[src/rtl/mc_control_pkg.sv]
// mc_control_pkg: shared encodings for the multi-cycle MIPS control unit.
//   - state_e     : FSM state encoding (3 bits)
//   - OP_* / FN_* : IR opcode and funct field values, RT_BGEZAL for REGIMM
//   - ALU_*, NPC_*, WD_*, RD_*, EXT_* : datapath select codes
//   - iclass_t    : one-hot instruction class produced by mc_decode
package mc_control_pkg;

  typedef enum logic [2:0] {
    S_FETCH  = 3'd0,
    S_DECODE = 3'd1,
    S_EXEC   = 3'd2,
    S_MEM    = 3'd3,
    S_WB     = 3'd4,
    S_MDU    = 3'd5
  } state_e;

  // Opcodes (IR[31:26])
  localparam logic [5:0] OP_RTYPE  = 6'h00;
  localparam logic [5:0] OP_REGIMM = 6'h01;
  localparam logic [5:0] OP_J      = 6'h02;
  localparam logic [5:0] OP_JAL    = 6'h03;
  localparam logic [5:0] OP_BEQ    = 6'h04;
  localparam logic [5:0] OP_ORI    = 6'h0D;
  localparam logic [5:0] OP_LUI    = 6'h0F;
  localparam logic [5:0] OP_LW     = 6'h23;
  localparam logic [5:0] OP_SW     = 6'h2B;

  // R-type funct codes (IR[5:0])
  localparam logic [5:0] FN_JR   = 6'h08;
  localparam logic [5:0] FN_MFHI = 6'h10;
  localparam logic [5:0] FN_MFLO = 6'h12;
  localparam logic [5:0] FN_MULT = 6'h18;
  localparam logic [5:0] FN_DIV  = 6'h1A;
  localparam logic [5:0] FN_ADDU = 6'h21;
  localparam logic [5:0] FN_SUBU = 6'h23;
  localparam logic [5:0] FN_XOR  = 6'h26;

  // REGIMM rt field selecting bgezal
  localparam logic [4:0] RT_BGEZAL = 5'h11;

  // ALU operation codes
  localparam logic [2:0] ALU_ADD   = 3'd0;
  localparam logic [2:0] ALU_SUB   = 3'd1;
  localparam logic [2:0] ALU_OR    = 3'd2;
  localparam logic [2:0] ALU_XOR   = 3'd3;
  localparam logic [2:0] ALU_PASSB = 3'd4;

  // Next-PC source
  localparam logic [1:0] NPC_PC4 = 2'd0;
  localparam logic [1:0] NPC_BR  = 2'd1;
  localparam logic [1:0] NPC_J26 = 2'd2;
  localparam logic [1:0] NPC_JR  = 2'd3;

  // Register-file write data source
  localparam logic [1:0] WD_ALU  = 2'd0;
  localparam logic [1:0] WD_DM   = 2'd1;
  localparam logic [1:0] WD_PC4  = 2'd2;
  localparam logic [1:0] WD_HILO = 2'd3;

  // Register-file destination
  localparam logic [1:0] RD_RT = 2'd0;
  localparam logic [1:0] RD_RD = 2'd1;
  localparam logic [1:0] RD_RA = 2'd2;

  // Immediate extension
  localparam logic [1:0] EXT_ZERO = 2'd0;
  localparam logic [1:0] EXT_SIGN = 2'd1;
  localparam logic [1:0] EXT_LUI  = 2'd2;

  // Exactly one bit is set for any IR value.
  typedef struct packed {
    logic addu;
    logic subu;
    logic xor_op;
    logic jr;
    logic mult;
    logic div;
    logic mfhi;
    logic mflo;
    logic beq;
    logic bgezal;
    logic lui;
    logic lw;
    logic ori;
    logic sw;
    logic j;
    logic jal;
    logic illegal;
  } iclass_t;

endpackage

[src/rtl/mc_control_decode.sv]
// mc_decode: combinational instruction classifier.
//   op_i  [5:0] : IR[31:26]
//   fun_i [5:0] : IR[5:0]
//   rt_i  [4:0] : IR[20:16]
//   cls_o       : one-hot instruction class; unrecognised encodings set .illegal
module mc_decode
  import mc_control_pkg::*;
(
  input  logic [5:0] op_i,
  input  logic [5:0] fun_i,
  input  logic [4:0] rt_i,
  output iclass_t    cls_o
);

  always_comb begin
    // NOTE: every combinational output gets a default first so no path leaves it unassigned (no latch).
    cls_o = '0;
    case (op_i)
      OP_RTYPE: begin
        case (fun_i)
          FN_ADDU: cls_o.addu    = 1'b1;
          FN_SUBU: cls_o.subu    = 1'b1;
          FN_XOR:  cls_o.xor_op  = 1'b1;
          FN_JR:   cls_o.jr      = 1'b1;
          FN_MULT: cls_o.mult    = 1'b1;
          FN_DIV:  cls_o.div     = 1'b1;
          FN_MFHI: cls_o.mfhi    = 1'b1;
          FN_MFLO: cls_o.mflo    = 1'b1;
          default: cls_o.illegal = 1'b1;
        endcase
      end
      // Only bgezal is implemented within the REGIMM group.
      OP_REGIMM: begin
        if (rt_i == RT_BGEZAL) cls_o.bgezal  = 1'b1;
        else                   cls_o.illegal = 1'b1;
      end
      OP_J:    cls_o.j       = 1'b1;
      OP_JAL:  cls_o.jal     = 1'b1;
      OP_BEQ:  cls_o.beq     = 1'b1;
      OP_ORI:  cls_o.ori     = 1'b1;
      OP_LUI:  cls_o.lui     = 1'b1;
      OP_LW:   cls_o.lw      = 1'b1;
      OP_SW:   cls_o.sw      = 1'b1;
      default: cls_o.illegal = 1'b1;
    endcase
  end

endmodule

[src/rtl/mc_control.sv]
// mc_control: multi-cycle MIPS control FSM (FETCH/DECODE/EXEC/MEM/WB/MDU).
//   Inputs : clk, reset (sync, active-high), op/fun/rt (IR fields),
//            alu_zero (beq), rs_gez (bgezal), mem_ready (DM handshake).
//   Outputs: pc_we, ir_we, npc_sel, regdst, wd_sel, alusrc, ext_op, alu_op,
//            regw, memr, memw, mdu_start, mdu_op, hilo_sel, busy, illegal.
//   Outputs are decoded from the current state and IR class; all are forced
//   to zero while reset is high so no strobe fires during an abort.
module mc_control
  import mc_control_pkg::*;
#(
  parameter int MULT_LAT = 5,
  parameter int DIV_LAT  = 10,
  parameter int CNT_W    = 4
) (
  input  logic       clk,
  input  logic       reset,
  input  logic [5:0] op,
  input  logic [5:0] fun,
  input  logic [4:0] rt,
  input  logic       alu_zero,
  input  logic       rs_gez,
  input  logic       mem_ready,
  output logic       pc_we,
  output logic       ir_we,
  output logic [1:0] npc_sel,
  output logic [1:0] regdst,
  output logic [1:0] wd_sel,
  output logic       alusrc,
  output logic [1:0] ext_op,
  output logic [2:0] alu_op,
  output logic       regw,
  output logic       memr,
  output logic       memw,
  output logic       mdu_start,
  output logic       mdu_op,
  output logic       hilo_sel,
  output logic       busy,
  output logic       illegal
);

  localparam logic [CNT_W-1:0] MULT_LOAD = CNT_W'(MULT_LAT - 1);
  localparam logic [CNT_W-1:0] DIV_LOAD  = CNT_W'(DIV_LAT - 1);

  iclass_t          cls;
  state_e           state_q, state_d;
  logic [CNT_W-1:0] cnt_q, cnt_d;
  logic             mdu_start_q, mdu_start_d;
  logic             mdu_op_q, mdu_op_d;

  mc_decode u_decode (
    .op_i  (op),
    .fun_i (fun),
    .rt_i  (rt),
    .cls_o (cls)
  );

  // ALU-class instructions (R-type arithmetic, ori, lui) share one operand setup.
  logic       is_rtype_alu, is_alu_cls;
  logic       alu_cls_src;
  logic [1:0] alu_cls_ext;
  logic [2:0] alu_cls_op;

  assign is_rtype_alu = cls.addu | cls.subu | cls.xor_op;
  assign is_alu_cls   = is_rtype_alu | cls.ori | cls.lui;
  assign alu_cls_src  = cls.ori | cls.lui;
  assign alu_cls_ext  = cls.lui ? EXT_LUI : EXT_ZERO;
  assign alu_cls_op   = cls.subu   ? ALU_SUB   :
                        cls.xor_op ? ALU_XOR   :
                        cls.ori    ? ALU_OR    :
                        cls.lui    ? ALU_PASSB : ALU_ADD;

  // Next-state and MDU counter logic.
  always_comb begin
    state_d     = state_q;
    cnt_d       = cnt_q;
    mdu_start_d = 1'b0;
    mdu_op_d    = mdu_op_q;
    case (state_q)
      S_FETCH:  state_d = S_DECODE;
      S_DECODE: begin
        if (cls.j | cls.jal | cls.jr | cls.mfhi | cls.mflo | cls.illegal) state_d = S_FETCH;
        else                                                               state_d = S_EXEC;
      end
      S_EXEC: begin
        if (cls.beq | cls.bgezal)   state_d = S_FETCH;
        else if (cls.lw | cls.sw)   state_d = S_MEM;
        else if (cls.mult | cls.div) begin
          // Loading LAT-1 and leaving on zero gives exactly LAT cycles in S_MDU.
          state_d     = S_MDU;
          cnt_d       = cls.div ? DIV_LOAD : MULT_LOAD;
          mdu_start_d = 1'b1;
          mdu_op_d    = cls.div;
        end
        else                        state_d = S_WB;
      end
      S_MEM: begin
        if (mem_ready) state_d = cls.lw ? S_WB : S_FETCH;
      end
      S_WB:     state_d = S_FETCH;
      S_MDU: begin
        if (cnt_q == '0) state_d = S_FETCH;
        else             cnt_d   = cnt_q - 1'b1;
      end
      default:  state_d = S_FETCH;
    endcase
  end

  always_ff @(posedge clk) begin
    // NOTE: sequential state uses non-blocking assignments so every register samples pre-edge values.
    if (reset) begin
      state_q     <= S_FETCH;
      cnt_q       <= '0;
      mdu_start_q <= 1'b0;
      mdu_op_q    <= 1'b0;
    end else begin
      state_q     <= state_d;
      cnt_q       <= cnt_d;
      mdu_start_q <= mdu_start_d;
      mdu_op_q    <= mdu_op_d;
    end
  end

  // Output decode; gated by reset because reset is synchronous and the state
  // register still holds the aborted state during the reset cycle.
  always_comb begin
    pc_we     = 1'b0;
    ir_we     = 1'b0;
    npc_sel   = NPC_PC4;
    regdst    = RD_RT;
    wd_sel    = WD_ALU;
    alusrc    = 1'b0;
    ext_op    = EXT_ZERO;
    alu_op    = ALU_ADD;
    regw      = 1'b0;
    memr      = 1'b0;
    memw      = 1'b0;
    mdu_start = 1'b0;
    mdu_op    = 1'b0;
    hilo_sel  = 1'b0;
    busy      = 1'b0;
    illegal   = 1'b0;
    if (!reset) begin
      case (state_q)
        S_FETCH: begin
          ir_we   = 1'b1;
          pc_we   = 1'b1;
          npc_sel = NPC_PC4;
        end
        S_DECODE: begin
          if (cls.j | cls.jal) begin
            pc_we   = 1'b1;
            npc_sel = NPC_J26;
          end
          if (cls.jal) begin
            regw   = 1'b1;
            regdst = RD_RA;
            wd_sel = WD_PC4;
          end
          if (cls.jr) begin
            pc_we   = 1'b1;
            npc_sel = NPC_JR;
          end
          if (cls.mfhi | cls.mflo) begin
            regw     = 1'b1;
            regdst   = RD_RD;
            wd_sel   = WD_HILO;
            hilo_sel = cls.mfhi;
          end
          illegal = cls.illegal;
        end
        S_EXEC: begin
          if (cls.beq) begin
            pc_we   = alu_zero;
            npc_sel = NPC_BR;
            alu_op  = ALU_SUB;
          end
          // bgezal links unconditionally; only the PC update depends on the test.
          if (cls.bgezal) begin
            pc_we   = rs_gez;
            npc_sel = NPC_BR;
            regw    = 1'b1;
            regdst  = RD_RA;
            wd_sel  = WD_PC4;
          end
          if (cls.lw | cls.sw) begin
            alu_op = ALU_ADD;
            alusrc = 1'b1;
            ext_op = EXT_SIGN;
          end
          if (is_alu_cls) begin
            alu_op = alu_cls_op;
            alusrc = alu_cls_src;
            ext_op = alu_cls_ext;
          end
        end
        S_MEM: begin
          memr = cls.lw;
          memw = cls.sw;
        end
        S_WB: begin
          regw   = 1'b1;
          wd_sel = cls.lw ? WD_DM : WD_ALU;
          regdst = is_rtype_alu ? RD_RD : RD_RT;
          if (is_alu_cls) begin
            alu_op = alu_cls_op;
            alusrc = alu_cls_src;
            ext_op = alu_cls_ext;
          end
        end
        S_MDU: begin
          busy      = 1'b1;
          mdu_start = mdu_start_q;
          mdu_op    = mdu_op_q;
        end
        default: ;
      endcase
    end
  end

endmodule

[config.mk]
export PLATFORM = sky130hd
export DESIGN_NAME = mc_control
export DESIGN_NICKNAME = d
export VERILOG_FILES = /design/src/rtl/mc_control_pkg.sv /design/src/rtl/mc_control_decode.sv /design/src/rtl/mc_control.sv
export SDC_FILE = /design/constraint.sdc
export NUM_CORES = 1
export LEC_CHECK = 0
export CORE_MARGIN = 2
export CORE_UTILIZATION = 45
export DETAILED_ROUTE_END_ITERATION = 16
export GPL_TIMING_DRIVEN = 0
export PLACE_DENSITY = 0.78
export SLEW_MARGIN = 5
export SYNTH_ARGS = -nofsm -noshare
export SYNTH_HDL_FRONTEND = slang
export SYNTH_SLANG_ARGS = --single-unit
[constraint.sdc]
create_clock -name clk -period 1.9 [get_ports clk]
set_input_delay 0.19 -clock clk [delete_from_list [all_inputs] [get_ports clk]]
set_output_delay 0.19 -clock clk [all_outputs]
set_load 0.02 [all_outputs]
# Word-level counts from Yosys, hierarchy flattened
# Index checks and enable logic that the tools add are counted.
dict set report op_classes {
  mux 101
  reduce_logical 10
  n_eq_ne 28
  bitwise 17
  n_addsub 1
}
# op n
set ops {}
lappend ops {{two-way mux 1 bit} 56}
lappend ops {{two-way mux 3 bit} 13}
lappend ops {{equality test 6 bit, second input constant} 5}
lappend ops {{two-way mux 2 bit} 15}
lappend ops {{equality test 6 x 5 -> 1 bit, second input constant} 4}
lappend ops {{two-way mux 4 bit} 5}
lappend ops {{equality test 6 x 4 -> 1 bit, second input constant} 3}
lappend ops {{one-hot mux 3 bit (5 select lines)} 1}
lappend ops {{bitwise OR 1 bit} 14}
lappend ops {{equality test 6 x 2 -> 1 bit, second input constant} 2}
lappend ops {{inequality test 2 bit, second input constant} 6}
lappend ops {{one-hot mux 2 bit (3 select lines)} 2}
lappend ops {{one-hot mux 1 bit (3 select lines)} 3}
lappend ops {{two-way mux 8 bit} 1}
lappend ops {{one-hot mux 2 bit (2 select lines)} 2}
lappend ops {{one-hot mux 4 bit (2 select lines)} 1}
lappend ops {{OR reduction 8 bit} 1}
lappend ops {{OR reduction 7 bit} 1}
lappend ops {{equality test 3 x 2 -> 1 bit, second input constant} 2}
lappend ops {{equality test 3 bit, second input constant} 2}
lappend ops {{equality test 6 x 1 -> 1 bit, second input constant} 1}
lappend ops {{equality test 6 x 3 -> 1 bit, second input constant} 1}
lappend ops {{logical NOT 6 bit} 1}
lappend ops {{one-hot mux 3 bit (2 select lines)} 1}
lappend ops {{12 further kinds} 14}
dict set report word_totals {
  in_bits 22
  register_bits 9
  elab_cells 161
  output_inout_bits 22
}

# Depth between registers and ports, before layout
# Gate-level depths: netlist (run 1).
dict set report depth {
  word_depth 10
  ltp_mapped 7
  mapped_depth_nobuf 6
}

# Hierarchy
# From an unflattened synthesis (run 1), not the netlist that was laid out.
dict set report unflattened {
  cells_unflattened 183
  area_unflattened_um2 1182.4
}
# module cells_per_inst area_per_inst_um2 instances
set by_module_without_submodules {}
lappend by_module_without_submodules {mc_control 133 882.1 1}
lappend by_module_without_submodules {mc_decode 50 300.3 1}

# Worst setup path before layout (run 1)
# Ideal clock, no wire load.
dict set report synth_timing {
  path_kind {in2out}
  start {input op[2]}
  end {output memr}
  stages 6
  n_path_buf 2
  t_required_ns 1.710
  setup_slack_ns -0.069
  t_arrival_ns 1.779
  cell_sequence {buf_6 > nand3b_1 > or3_1 > clkbuf_1 > or2_1 > nor4_1}
}
dict set report synth_via {
  elab_chain_len 4
}
# item line_no
set synth_rtl {}
lappend synth_rtl {{start: declaration} mc_control.sv:17} ;# input logic [5:0] op,
lappend synth_rtl {{equality test 6 bit} mc_control_decode.sv:18} ;# case (op_i)
lappend synth_rtl {{two-way mux 1 bit} mc_control_decode.sv:18}
lappend synth_rtl {{two-way mux 1 bit} mc_control.sv:143} ;# case (state_q)
lappend synth_rtl {{two-way mux 1 bit} mc_control.sv:142} ;# if (!reset) begin
lappend synth_rtl {{end: declaration} mc_control.sv:32} ;# output logic memr,
# No other way between the ends.

# Final worst setup path (run 1)
dict set report layout_timing {
  start {register state_q[1]}
  end {output regdst[1]}
}
dict set report layout_via {
  elab_chain_len 3
  elab_cells_between_ends 5
  cone_classes {eq/ne: 3; mux: 2}
}
# item line_no
set layout_rtl {}
lappend layout_rtl {{start: declaration} mc_control.sv:45} ;# state_e state_q, state_d;
lappend layout_rtl {{start signal: assignment} mc_control.sv:116} ;# state_q <= state_d;
lappend layout_rtl {{equality test 3 bit, or another cell as far along} mc_control.sv:143}
lappend layout_rtl {{one-hot mux 2 bit (3 select lines) *} mc_control.sv:143}
lappend layout_rtl {{two-way mux 2 bit *} mc_control.sv:142}
lappend layout_rtl {{end: declaration} mc_control.sv:26} ;# output logic [1:0] regdst,
# Mark *: on every way between the ends. The rest lies on a longest branch, timed or not.

==> flow_summary.ini, run 1 <==
[floorplanning]
die_h_um = 55.7
ios = 44
die_w_um = 55.7
core_um2 = 2500
num_rows = 18
start_util_pct = 48.1
die_area_um2 = 3100

[timing]
finalSetupTns_ps = -272
relSlewSlack_pct = 64.9
drv_slew = 0
period_share_pct = 104
fin_ws_ps = -82.3
setup_viol = 5
finClkSkew_ps = 8.46
rsz0062_at_grt = true
fmax_mhz = 504
hold_viol_final = 0
worstMarginPinSlew_ps = 527
fin_hold_ws_ps = 350
fin_crit_ps = 1980

[clock_network]
cts_made_buffers = 3
clk_latency_ps = 280
clkTransAtPathRegs_ps = 60
cts_max_level = 1
clockBufferDepth = 2
cts_tree = built
cts_hold_buf = 0
cts_root_buffer = clkbuf_4
cts_sinks = 9

[route]
wl_um = 4650
vias = 1631
antenna_left = 0
drtIter0Drc = 80
wl_per_cell_um = 17.4
drt-vias-per-instance = 6.09
dr.pass1.iters = 6
drc = 0

[outcome]
status = complete, but fails checks
violations = negative setup slack

[synth]
yosysUniqueCellTypes = 54
async_flop_share_pct = 0
synth_ff_type = dfxtp_1
yosysSeqAreaShare_pct = 15.0
syn_area_um2 = 1200
synth_edf_count = 0
syn-mean-instance-area_um2 = 7.00
ys_ff_latch = 9
yosys_warnings = 0
syn_nets = 195
synth_cells = 172

[finish]
area_growth_pct = 62.7
num_antenna_cells = 0
utilization_pct = 78.3
nets = 262
drive_gt1_share_pct = 41.6

[critical_path]
cp-start-kind = register
endpoint_kind = primary output
cp.required_ps = 1710
critPathKind = register to primary output
rrSetupSlack_ps = 150
crit_fanout = 10
arrival_ps = 1790

[hold_path]
hp-class = input port to register

[placement]
port_buffers = 40
dp_hpwl_um = 2880
gp_congestion = 0.883

[power]
leakage_uw = 0.000813
peakVddDrop_uv = 267
power_density_nw_per_um2 = 298

[run]
maxCapViolations = 0

[global_route]
grt_pass1_wl_um = 7250
antenna_found_initial = 0
grt_overflow = 0
grt_pass1_vias = 1592
grt_start_max_net_pins = 11
grt_use_total_pct = 28.7
-- worst max-delay path: stages (launching register included) --
cell and delay [ps]:
dfxtp_1 310, buf_4 190, nor3b_4 220, nand2_1 100, o31ai_2 60, nand4b_1 180, a211oi_2 280, buf_4 190
-- synthesized netlist by cell type, drive strengths merged (2+ instances only) --
cell type / instances / share of area [%]
nor2: 22 / 6.9
nand2: 14 / 4.4
o21ai: 12 / 5.3
nor3: 11 / 5.9
buf: 10 / 7.2
dfxtp: 9 / 15
a21oi: 8 / 3.3
a31oi: 7 / 3.6
inv: 7 / 2.2
nor2b: 7 / 3.6
nor4: 5 / 3.8
clkbuf: 4 / 1.2
nor4b: 4 / 3.4
a211oi: 3 / 1.9
and2: 3 / 1.6
and3: 3 / 1.7
and4: 3 / 2.3
nand3: 3 / 1.2
nand3b: 3 / 1.9
nand4: 3 / 2.1
nor3b: 3 / 1.9
a21o: 2 / 1.2
a221oi: 2 / 1.5
mux2i: 2 / 1.7
o22a: 2 / 1.5
o22ai: 2 / 1.0
o2bb2ai: 2 / 1.5
or2: 2 / 1.0
or3: 2 / 1.0
-- through the flow --
stage | setup WS (ps) | std cells | total power (uW) | area [um^2]
2_1_floorplan | 12.5 | 172 | 299 | 1210
3_3_place_gp | -933 | 242 | 377 | 1650
3_5_place_dp | -951 | 242 | 379 | 1650
4_1_cts | -86.1 | 261 | 556 | 1860
5_1_grt | -156 | 268 | 604 | 1960
6_report | -82.3 | 268 | 583 | 1960
-- registers in the layout, indices dropped and copies added, names as in the netlist --
register / flops
cnt_q: 4
state_q: 3
mdu_op_q: 1
mdu_start_q: 1
-- logic make-up after synthesis --
group / Yosys count / synth area share (%)
buf+inv: 21 / 10.6
fa+ha+maj: 1 / 1.04
xor+xnor: 1 / 0.728
compound gates: 45 / 24.6
simple gates: 93 / 46.4
mux: 2 / 1.66
flops: 9 / 15.0
-- placed cells by master (no fill, tap or decap), types with 3 or more instances in the layout --
cell | netlist | layout
nor2b_1 | 7 | 6
nor3_1 | 9 | 7
nand2_1 | 14 | 10
inv_1 | 7 | 4
buf_6 | 3 | 9
a21oi_1 | 8 | 6
a31oi_1 | 7 | 7
nor2_1 | 22 | 20
nand3b_1 | 3 | 3
nand2_2 | 0 | 4
clkbuf_4 | 0 | 3
buf_2 | 3 | 11
clkdlybuf4s50_1 | 0 | 4
dlygate4sd2_1 | 0 | 16
o21ai_0 | 10 | 9
buf_8 | 1 | 3
and2_1 | 3 | 3
dfxtp_1 | 9 | 8
buf_4 | 3 | 30
-- area by class of cell --
type	instances	area [um^2]
Multi-Input combinational cell	142	1060
Fill cell	185	542
Timing Repair Buffer	64	515
Sequential cell	9	181
Buffer	12	104
Tap cell	30	37.5
Inverter	7	32.5
Clock buffer	3	22.5
Clock inverter	1	5.00
-- timing repair --
action	CTS	global route
resized for setup	139	26
buffers inserted	17	7
gates cloned	0	0
pin swaps	17	10
endpoints found under the setup margin	23	18
-- routing by layer --
layer	GRT usage [%]	share of wire (%)	routed length [um]
met3	4.42	6.8	318
met4	14.3	4.2	195
met5	0	0	0
met2	49.7	49	2260
met1	34.1	40	1870
-- power breakdown --
group,total (uW),internal (uW),leakage (uW),switching (uW)
sequential,192,191,0.0000733,1.06
clock,161,78.2,0.0000177,82.6
combinational,230,104,0.000722,126
-- path summary, 6_finish.rpt --
check,startpoint,endpoint,cells past startpoint
worst max-delay path,state_q[1]$_SDFFE_PP0P_,regdst[1],7
worst min-delay path,reset,state_q[2]$_SDFFE_PP0P_,3
worst max register to register,state_q[2]$_SDFFE_PP0P_,cnt_q[0]$_SDFFE_PP0P_,8
worst min register to register,mdu_op_q$_SDFFE_PP0P_,mdu_op_q$_SDFFE_PP0P_,2
Power figures use the tool's default switching activity.
==> run 2: changes to the inputs <==
ABC_CLOCK_PERIOD_IN_PS = 1900   (was not set)
==> results of run 2 <==
No change in the layout: final DEF, timing and power equal those of run 1.
==> run 3: changes to the inputs <==
CORE_MARGIN = 5   (was 2)
==> run 3 against run 2 <==
Global-route usage shrank 3.2 points. Sequential share of layout area shrank 0.31 points. Critical path type is now input port to primary output. Power grew 7.2%. Final cell count grew 2.6%. The flow still finishes with violations (negative setup slack). Core utilization grew 2.5 points. Critical endpoint is now illegal. Sequential power is essentially flat. Critical path depth is the same. Clock-buffer cell count grew 1. Register-to-register slack is essentially flat. Clock skew shrank 2.2 ps. Largest power group unchanged.
==> flow_summary.ini, run 3 (synthesis gave the netlist of run 1 again) <==
[timing]
finClkSkew_ps = 6.22
period_share_pct = 109
worstMarginPinSlew_ps = 656
setup_viol = 10
fin_ws_ps = -179
hold_viol_final = 0
fin_hold_ws_ps = 322
fin_crit_ps = 2080
drv_slew = 0
rsz0062_at_grt = true
fmax_mhz = 481
relSlewSlack_pct = 56.3

[power]
p_sw_share_pct = 38.7
power_density_nw_per_um2 = 306
p_switching_uw = 242
sequentialPowerShare_pct = 30.8
pwr-share-clk_pct = 30.0
comb_power_share_pct = 39.1
internal_power_uw = 383
peakVddDrop_uv = 399
leakage_uw = 0.000858

[route]
wl_per_cell_um = 19.9
drt-met1-wl_um = 2020
drtIter0Drc = 230
drc = 0
drt-vias-per-instance = 6.58
antenna_left = 0
dr.pass1.iters = 5
highest_layer = met4
vias = 1809
met3_length_um = 543
wl_um = 5460
dr_wl_met2_um = 2600

[critical_path]
endpoint_kind = primary output
arrival_ps = 1890
ff2ff_path_depth = 7
timing.rr.start = state_q[2]$_SDFFE_PP0P_
cpPeakStageDelay_ps = 550
critical-path-slowest-cell = or4_4
cp.required_ps = 1710
timing.rr.end = cnt_q[2]$_SDFFE_PP0P_
rrSetupSlack_ps = 160
critPathKind = input port to primary output
path_cells = buf_8, buf_6, or4_4, nor2_1, o211ai_1, a31oi_1, clkdlybuf4s15_1
cp-start-kind = input port
crit_fanout = 2

[clock_network]
cts_max_level = 1
cts_made_buffers = 3
cts_sinks = 9
cts_tree = built
clockBufferDepth = 2
clk_latency_ps = 300
cts_root_buffer = clkbuf_4
clkTransAtPathRegs_ps = 90

[run]
maxCapViolations = 0

[floorplanning]
ios = 44
die_w_um = 61.7
die_area_um2 = 3810
num_rows = 18
core_um2 = 2520
start_util_pct = 47.7
die_h_um = 61.7

[finish]
drive_gt1_share_pct = 42.9
regArea_um2 = 183
fin_area_um2 = 2040
nets = 269
largest_reg_flops = 4
multi_input_area_um2 = 1050
layout_common_cells = buf_4 (40), nor2_1 (21), dlygate4sd2_1 (13)
fill_cells = 162
num_antenna_cells = 0
top_register = cnt_q
reg.largest.list = cnt_q x4, state_q x3
area_growth_pct = 69.4
mostFrequentLayoutCell = buf_4

[hold_path]
hp-start = op[4]
hp-class = input port to register
min_to = state_q[1]$_SDFFE_PP0P_
whs_path_depth = 4

[global_route]
grt_pass1_wl_um = 7420
grt_start_max_net_pins = 11
grt_use_total_pct = 25.5
grt_pass1_vias = 1597
grt_overflow = 0
antenna_found_initial = 0

[placement]
port_buffers = 40
gp_congestion = 0.874
placed_area_um2 = 1650
dp_hpwl_um = 3100

[outcome]
violations = negative setup slack
status = complete, but fails checks
==> run 3: stage by stage <==
| step | instances | setup slack (ps) | total power [uW] | TNS (ps) | util (%) |
|---|---|---|---|---|---|
| after global placement | 242 | -1080 | 377 | -14860 | 65.5 |
| after detailed placement | 242 | -1140 | 382 | -15700 | 65.5 |
| after floorplan | 172 | 12.5 | 299 | 0 | - |
| after global routing | 275 | -209 | 641 | -1290 | 80.9 |
| final | 275 | -179 | 625 | -619 | 80.9 |
| after CTS | 262 | -74.3 | 554 | -118 | 75.0 |
==> run 3: worst max path at each step <==
stage                     slack, ps       to  cells after the start  start
after floorplan                  10    pc_we                      5  op[2]
after global placement        -1080    pc_we                      7  op[5]
after detailed placement      -1140    pc_we                      7  op[5]
after CTS                       -70    pc_we                      7  op[5]
after global routing           -210  illegal                      7  op[3]
final                          -180  illegal                      7  op[3]
==> run 3: power by group through the flow <==
stage	clock network, uW	registers [uW]	logic (uW)
detailed placement	0	196	186
floorplan	0	196	103
finish	188	193	245
CTS	152	192	210
global placement	0	196	181
global route	193	193	255
==> run 3: layer usage <==
layer / vias up / global-route usage, %
met5: - / 0
met2: 150 / 44.1
met1: 835 / 34.2
li1: 786 / -
met4: 0 / 7.58
met3: 38 / 1.45
==> run 3: worst max-delay path: cells and delay by family <==
| kind | cells | cell delay (ps) |
|---|---|---|
| and+or+nand+nor | 2 | 700 |
| buffers and inverters | 3 | 560 |
| AOI/OAI and AO/OA | 2 | 440 |
==> run 3: cell type report <==
class / instances / area share, %
Buffer: 12 / 5.28
Multi-Input combinational cell: 142 / 51.7
Inverter: 7 / 1.47
Sequential cell: 9 / 8.96
Timing Repair Buffer: 71 / 29.5
Clock buffer: 4 / 1.29
Tap cell: 30 / 1.84
==> run 3: repair_timing <==
action	4_1_cts	5_1_grt
hold buffers	0	0
endpoints found under the setup margin	26	15
buffers inserted	18	12
hold endpoints to repair	0	0
gates resized for setup	136	32
cloned	0	1
pin swaps	20	16
